[config.mk]
export PLATFORM = sky130hd
export DESIGN_NAME = ex_issue_stage
export DESIGN_NICKNAME = d
export VERILOG_FILES = /design/src/rtl/ex_issue_stage.sv
export SDC_FILE = /design/constraint.sdc
export NUM_CORES = 1
export LEC_CHECK = 0
export ABC_AREA = 0
export CAP_MARGIN = 20
export CORE_ASPECT_RATIO = 1.4
export CORE_UTILIZATION = 39
export DETAILED_ROUTE_END_ITERATION = 10
export PLACE_DENSITY_LB_ADDON = 0.08
export SLEW_MARGIN = 25
export SYNTH_ARGS = -nofsm -noshare
export SYNTH_HDL_FRONTEND = slang
export SYNTH_SLANG_ARGS = --single-unit
[constraint.sdc]
create_clock -name clk -period 2.6 [get_ports clk]
set_clock_uncertainty 0.2 [all_clocks]
set_input_delay 0.39 -clock clk [delete_from_list [all_inputs] [get_ports clk]]
set_output_delay 0.39 -clock clk [all_outputs]
set_load 0.02 [all_outputs]
[src/rtl/ex_issue_stage.sv]
// Execute issue stage: dispatches one request per entry to multi-cycle units,
// detects misaligned accesses and registers the entry toward the next stage.
module ex_issue_stage #(
  parameter int DW = 64,
  parameter int NU = 2,
  parameter int CW = 16
) (
  input  logic          clk,
  input  logic          rst,
  input  logic          in_valid,
  output logic          in_ready,
  input  logic [DW-1:0] in_payload,
  input  logic [NU-1:0] in_unit_sel,
  input  logic          in_mem,
  input  logic [1:0]    in_size,
  input  logic [31:0]   in_addr,
  input  logic          in_exc,
  input  logic [5:0]    in_ecode,
  input  logic          in_ertn,
  input  logic          next_flush,
  input  logic          flush,
  output logic [NU-1:0] unit_req_valid,
  input  logic [NU-1:0] unit_req_ready,
  output logic          this_flush,
  output logic          out_valid,
  input  logic          out_ready,
  output logic [DW-1:0] out_payload,
  output logic          out_exc,
  output logic [5:0]    out_ecode,
  output logic [31:0]   out_badv,
  output logic [CW-1:0] stall_cnt
);

  localparam logic [5:0] ECODE_ALE = 6'h09;

  logic          r_issued;
  logic          r_out_valid;
  logic [DW-1:0] r_out_payload;
  logic          r_out_exc;
  logic [5:0]    r_out_ecode;
  logic [31:0]   r_out_badv;
  logic [CW-1:0] r_stall_cnt;

  logic          w_ale;
  logic          w_this_flush;
  logic          w_req_ok;
  logic          w_hs;
  logic          w_ready_go;
  logic          w_adv;
  logic          w_stall;
  logic          w_cnt_sat;

  // Size code 3 is handled like a word access.
  assign w_ale = in_mem & (((in_size == 2'd1) & in_addr[0]) |
                           (in_size[1] & (in_addr[1:0] != 2'b00)));

  assign w_this_flush = in_valid & (in_exc | w_ale | in_ertn | next_flush);

  assign w_req_ok       = in_valid & ~r_issued & ~w_this_flush & ~flush;
  assign unit_req_valid = in_unit_sel & {NU{w_req_ok}};
  assign w_hs           = |(unit_req_valid & unit_req_ready);

  assign w_ready_go = ~in_valid | w_this_flush | (in_unit_sel == '0) | r_issued | w_hs;
  assign w_adv      = in_valid & w_ready_go & out_ready;
  assign w_stall    = in_valid & ~w_ready_go;
  assign w_cnt_sat  = (r_stall_cnt == {CW{1'b1}});

  assign in_ready   = ~rst & (~in_valid | (w_ready_go & out_ready));
  assign this_flush = w_this_flush;

  // Issue tracking: advance clears in the same cycle as a late handshake,
  // since the entry leaves the stage at that edge.
  always_ff @(posedge clk) begin
    if (rst || flush) begin
      r_issued <= 1'b0;
    end else if (w_adv) begin
      r_issued <= 1'b0;
    end else if (w_hs) begin
      r_issued <= 1'b1;
    end
  end

  always_ff @(posedge clk) begin
    if (rst || flush) begin
      r_out_valid <= 1'b0;
    end else if (out_ready) begin
      r_out_valid <= in_valid & w_ready_go;
    end
  end

  // Output register stage: loads only when the entry advances.
  always_ff @(posedge clk) begin
    if (rst) begin
      r_out_payload <= '0;
      r_out_exc     <= 1'b0;
      r_out_ecode   <= 6'h00;
      r_out_badv    <= 32'h0;
    end else if (w_adv) begin
      r_out_payload <= in_payload;
      r_out_exc     <= in_exc | w_ale;
      r_out_ecode   <= in_exc ? in_ecode : (w_ale ? ECODE_ALE : 6'h00);
      r_out_badv    <= in_addr;
    end
  end

  always_ff @(posedge clk) begin
    if (rst) begin
      r_stall_cnt <= '0;
    end else if (w_stall && !w_cnt_sat) begin
      r_stall_cnt <= r_stall_cnt + 1'b1;
    end
  end

  assign out_valid   = r_out_valid;
  assign out_payload = r_out_payload;
  assign out_exc     = r_out_exc;
  assign out_ecode   = r_out_ecode;
  assign out_badv    = r_out_badv;
  assign stall_cnt   = r_stall_cnt;

endmodule
### Word level (Yosys, flattened, before mapping)

Cells that the tools add are included.

| storage, ports and cells | value |
|---|---|
| memory bits (writable) | 0 |
| input port bits | 117 |
| logic and storage cells | 48 |
| memories | 0 |
| register bits after elaboration | 121 |
| latch bits | 0 |
| output and inout port bits | 124 |
| ROM bits | 0 |

| cells by class | value |
|---|---|
| multipliers | 0 |
| eq/ne operators | 2 |
| reduce and logical (&&, ||, !) cells | 7 |
| multiplexer cells | 2 |
| shifts and indexed selects | 0 |
| bitwise gates (word level) | 29 |
| div/mod/pow operators | 0 |
| magnitude comparators | 0 |
| add/sub/neg operators | 1 |

Operators with widths:

| cell | number |
|---|---|
| $add 16x1->16 const B | 1 |
| $eq 16x16->1 const B | 1 |
| $and 1x1->1 | 12 |
| $or 1x1->1 | 9 |
| $mux 6 | 1 |
| $not 1->1 | 6 |
| $and 2x2->2 | 2 |
| $mux 4 | 1 |
| $reduce_or 2->1 | 2 |
| $eq 2x1->1 const B | 1 |
| $logic_not 2->1 | 1 |
| $reduce_bool 2->1 | 1 |
| $logic_and 1x1->1 | 1 |
| $logic_not 1->1 | 1 |
| $logic_or 1x1->1 | 1 |

### Depth between registers and ports, before layout

| depth | value |
|---|---|
| depth in word-level cells | 18 |
| gate-level depth with buffers | 8 |
| mapped depth without buffers | 5 |

### Worst setup path before layout

Ideal clock, no wire load.

| timing path | value |
|---|---|
| kind | in2out |
| start | input port in_exc |
| end | output port in_ready |
| stages on the path | 7 |
| path slack | 0.069 ns |
| data required time | 2.010 ns |
| buffers on the path | 3 |
| arrival time | 1.941 ns |
| path through | clkbuf_1 -> nand4b_4 -> or3_4 -> clkbuf_1 -> clkbuf_1 -> nand2_1 -> a21oi_1 |

| on the way | value |
|---|---|
| cells in the longest elaborated chain, start to end | 14 |
| elaborated cells between the ends (all ways) | 17 |
| classes of those cells | bitwise: 16; reduce/logical: 1 |

Ends and longest elaborated chain:

| element | line | source |
|---|---|---|
| from (decl) | 17 | `input logic in_exc,` |
| $or 1x1->1 * (3 in series) | 57 | `assign w_this_flush = in_valid & (in_exc \| w_ale \| in_ertn \| next_flush);` |
| $and 1x1->1 * | 57 |  |
| $not 1->1 | 59 | `assign w_req_ok = in_valid & ~r_issued & ~w_this_flush & ~flush;` |
| $and 1x1->1 (2 in series) | 59 |  |
| $and 2x2->2 | 60 | `assign unit_req_valid = in_unit_sel & {NU{w_req_ok}};` |
| $and 2x2->2 | 61 | `assign w_hs = \|(unit_req_valid & unit_req_ready);` |
| $reduce_or 2->1 | 61 |  |
| $or 1x1->1 * | 63 | `assign w_ready_go = ~in_valid \| w_this_flush \| (in_unit_sel == '0) \| r_issued \| w_hs;` |
| $and 1x1->1 * | 68 | `assign in_ready = ~rst & (~in_valid \| (w_ready_go & out_ready));` |
| $or 1x1->1 * | 68 |  |
| $and 1x1->1 * | 68 |  |
| to (decl) | 11 | `output logic in_ready,` |

Mark *: on every way between the ends. The rest lies on a longest branch, timed or not.

### Final worst setup path

| timing path | value |
|---|---|
| start | input port next_flush |
| end | output port in_ready |

| on the way | value |
|---|---|
| cells in the longest elaborated chain, start to end | 12 |
| elaborated cells between the ends (all ways) | 15 |
| classes of those cells | bitwise: 14; reduce/logical: 1 |

Ends and longest elaborated chain:

| element | line | source |
|---|---|---|
| from (decl) | 20 | `input logic next_flush,` |
| $or 1x1->1 * | 57 |  |
| $and 1x1->1 * | 57 |  |
| $not 1->1 | 59 |  |
| $and 1x1->1 (2 in series) | 59 |  |
| $and 2x2->2 | 60 |  |
| $and 2x2->2 | 61 |  |
| $reduce_or 2->1 | 61 |  |
| $or 1x1->1 * | 63 |  |
| $and 1x1->1 * | 68 |  |
| $or 1x1->1 * | 68 |  |
| $and 1x1->1 * | 68 |  |

Marked as above.

==> results.yml <==
global_route:
  grt_pass1_wl_mm: 21.7
  antenna_found_initial: 0
  overflow: 0
  globalRouteTotalUtil_pct: 23.1
  grt_pass1_vias: 4466
  grt_max_degree: 124
die:
  die_w_um: 93.3
  coreArea_um2: 11300
  start_util_pct: 40.1
  row_count: 46
  ios: 241
  die-area_um2: 12100
  fp.dieH_um: 130
finish:
  fill_cells: 935
  multiInputGateArea_um2: 1960
  area_growth_syn_to_layout_pct: 69.5
  stdcell_area_um2: 7710
  drive_above_1_share_pct: 7.45
  layout_common_cells: "235 x clkdlybuf4s50_1, 203 x nand2_1, 121 x dfxtp_1, 117 x a21oi_1, 17 x clkbuf_16"
  mostFrequentLayoutCell: "clkdlybuf4s50_1"
  diodes: 0
  finalNetCount: 925
  seq_area_um2: 2420
sta:
  fin_crit_sh_pct: 95.8
  max_freq_mhz: 401
  whs_ps: 250
  max-slew-margin-rel_pct: 49.9
  worst_slew_pin_slew_ps: 751
  grt_setup_unrepaired: "no"
  hold_viol_final: 0
  tns_ps: 0
  final-setup-viol-count: 0
  maxSlewViolCount: 0
  finalWorstSetupSlack_ps: 109
  period_needed_ps: 2490
drt:
  ant_nets: 0
  drt-vias-per-instance: 4.94
  wl_per_cell_um: 14.8
  drtIter0Drc: 196
  drt_wl_total_mm: 14.2
  via_count: 4758
  drc: 0
  firstDrtPassIters: 5
power:
  p_per_area_nw_per_um2: 622
  p_comb_share_pct: 14.0
  p_leak_uw: 0.00276
  p_switching_uw: 1180
  pwr-share-clk_pct: 45.0
  ir_drop_mv: 0.434
  seqPwrFrac_pct: 41.0
  p_int_uw: 3610
  p_sw_share_pct: 24.7
clocking:
  numCtsBuffers: 17
  clk_latency_ps: 410
  postCtsHoldBufs: 0
  cts-root-buf: "clkbuf_16"
  cts_tree: "built"
  clock-sinks: 121
  clk_pin_slew_ps: 50
  postCtsSetupBuffers: 0
  htree_levels: 4
  clockBufferDepth: 2
placed_design:
  portBuffers: 240
  dp_slack_ps: -300
  placed_area_um2: 7170
  dpl.hpwl_mm: 9.75
  routabilityCongestion: 0.802
synth:
  synth_edf_count: 0
  ys_types: 35
  ys.flop_type: "dfxtp_1"
  yosys_warnings: 0
  syn_nets: 692
  ys_seq_elements: 121
  synth_cells: 574
  async_flop_share_pct: 0
  avgSynthCellArea_um2: 7.92
  syn_area_um2: 4550
  synth.yosys.seq_area_share_pct: 53.3
min_path:
  hold_path.class: "flop to flop"
outcome:
  status: "finished, final reports clean"
critical_path:
  max_stage_delay_ps: 410
  crit_slowest_cell: "clkdlybuf4s50_1"
  path_buf_inv: 3
  path_max_fanout: 3
  arrival_ps: 1900
  cp_top_family: "simple AND/OR/NAND/NOR gates"
  crit_path_cell_trace: "clkdlybuf4s50_1 -> nor2_2 -> buf_4 -> nand4b_4 -> or3_4 -> nand2_1 -> a21oi_1 -> buf_2"
  critPathKind: "input port to output port"
  cp-start-kind: "input port"
  cp-end-kind: "output port"
  critPathRequiredTime_ps: 2010
flow_run:
  maxCapViolations: 0
## layout make-up
cell class              count  share of cell area, %
repair buffers            258                   33.5
multi-input cells         404                   25.4
well taps                 144                   2.34
flip-flops and latches    121                   31.4
clock buffers              19                   5.75
clock inverters            12                   1.33
inverters                   5                  0.243
## power groups by stage
stage / clock network, µW / logic [µW] / registers [µW]
floorplan: 0 / 175 / 2100
global placement: 0 / 666 / 2000
detailed placement: 0 / 672 / 2010
CTS: 2200 / 675 / 1970
global route: 2280 / 719 / 1980
finish: 2160 / 670 / 1970
## registers in the layout, summed over array words and instances (netlist names)
signal	flops
out_payload	64
out_badv	32
out_ecode	6
out_exc	1
r_issued	1
out_valid	1
stall_cnt	16
## Yosys cell counts, drive strengths merged (2+ instances only)
library cell,n,area share [%]
o21ai,3,0.33
nand2,203,17
mux2,2,0.50
clkbuf,28,2.3
nor3,6,0.66
buf,16,1.8
nor4,2,0.28
inv,5,0.41
or3,3,0.52
or4,10,1.7
and2,3,0.41
o31ai,10,1.7
nor2b,2,0.28
a21oi,117,13
nand4,4,0.55
dfxtp,121,53
a211oi,3,0.50
nand3,11,1.2
and3,3,0.41
nor2,10,0.83
## cells by family after synthesis
| family | Yosys count | synth area share [%] |
|---|---|---|
| multiplexers | 2 | 0.495 |
| AO/OA/AOI/OAI | 139 | 16.6 |
| buffers and inverters | 49 | 4.51 |
| adder cells (fa/ha/maj) | 1 | 0.275 |
| AND/OR/NAND/NOR | 262 | 24.8 |
| flip-flops | 121 | 53.3 |
## per-stage QoR
step / utilization [%] / std cells / power, µW
after floorplan: - / 574 / 2270
after global placement: 63.2 / 932 / 2670
after detailed placement: 63.2 / 932 / 2680
after CTS: 68.1 / 963 / 4840
after global routing: 68.0 / 963 / 4970
final: 68.0 / 963 / 4800
## per-layer routing
layer	GRT usage, %	vias to the layer above	share of wire [%]
met2	39.7	190	50
met1	24.7	2161	39
met5	0	-	0
met4	9.32	0	1.7
met3	10.3	18	9.2
li1	-	2389	-
## final timing paths
path	start	end	slack, ps	cells past startpoint
min	out_payload[18]	out_payload[18]	250	2
min reg2reg	out_payload[18]	out_payload[18]	250	2
max reg2reg	stall_cnt[0]	stall_cnt[10]	220	5
max	next_flush	in_ready	110	8
## worst reg2reg max path, cell delays in order (launching register included)
cell and delay, ps:
dfxtp_1 470, ha_1 280, and3_1 230, and3_1 660, nor4_1 130, mux2_2 310
## timing repair
item                       CTS  global route
pin swaps                    0             1
hold endpoints to repair     0             0
gates resized for setup      8             4
setup endpoints to repair    4             4
No activity file was read; power rests on OpenSTA's default activity.
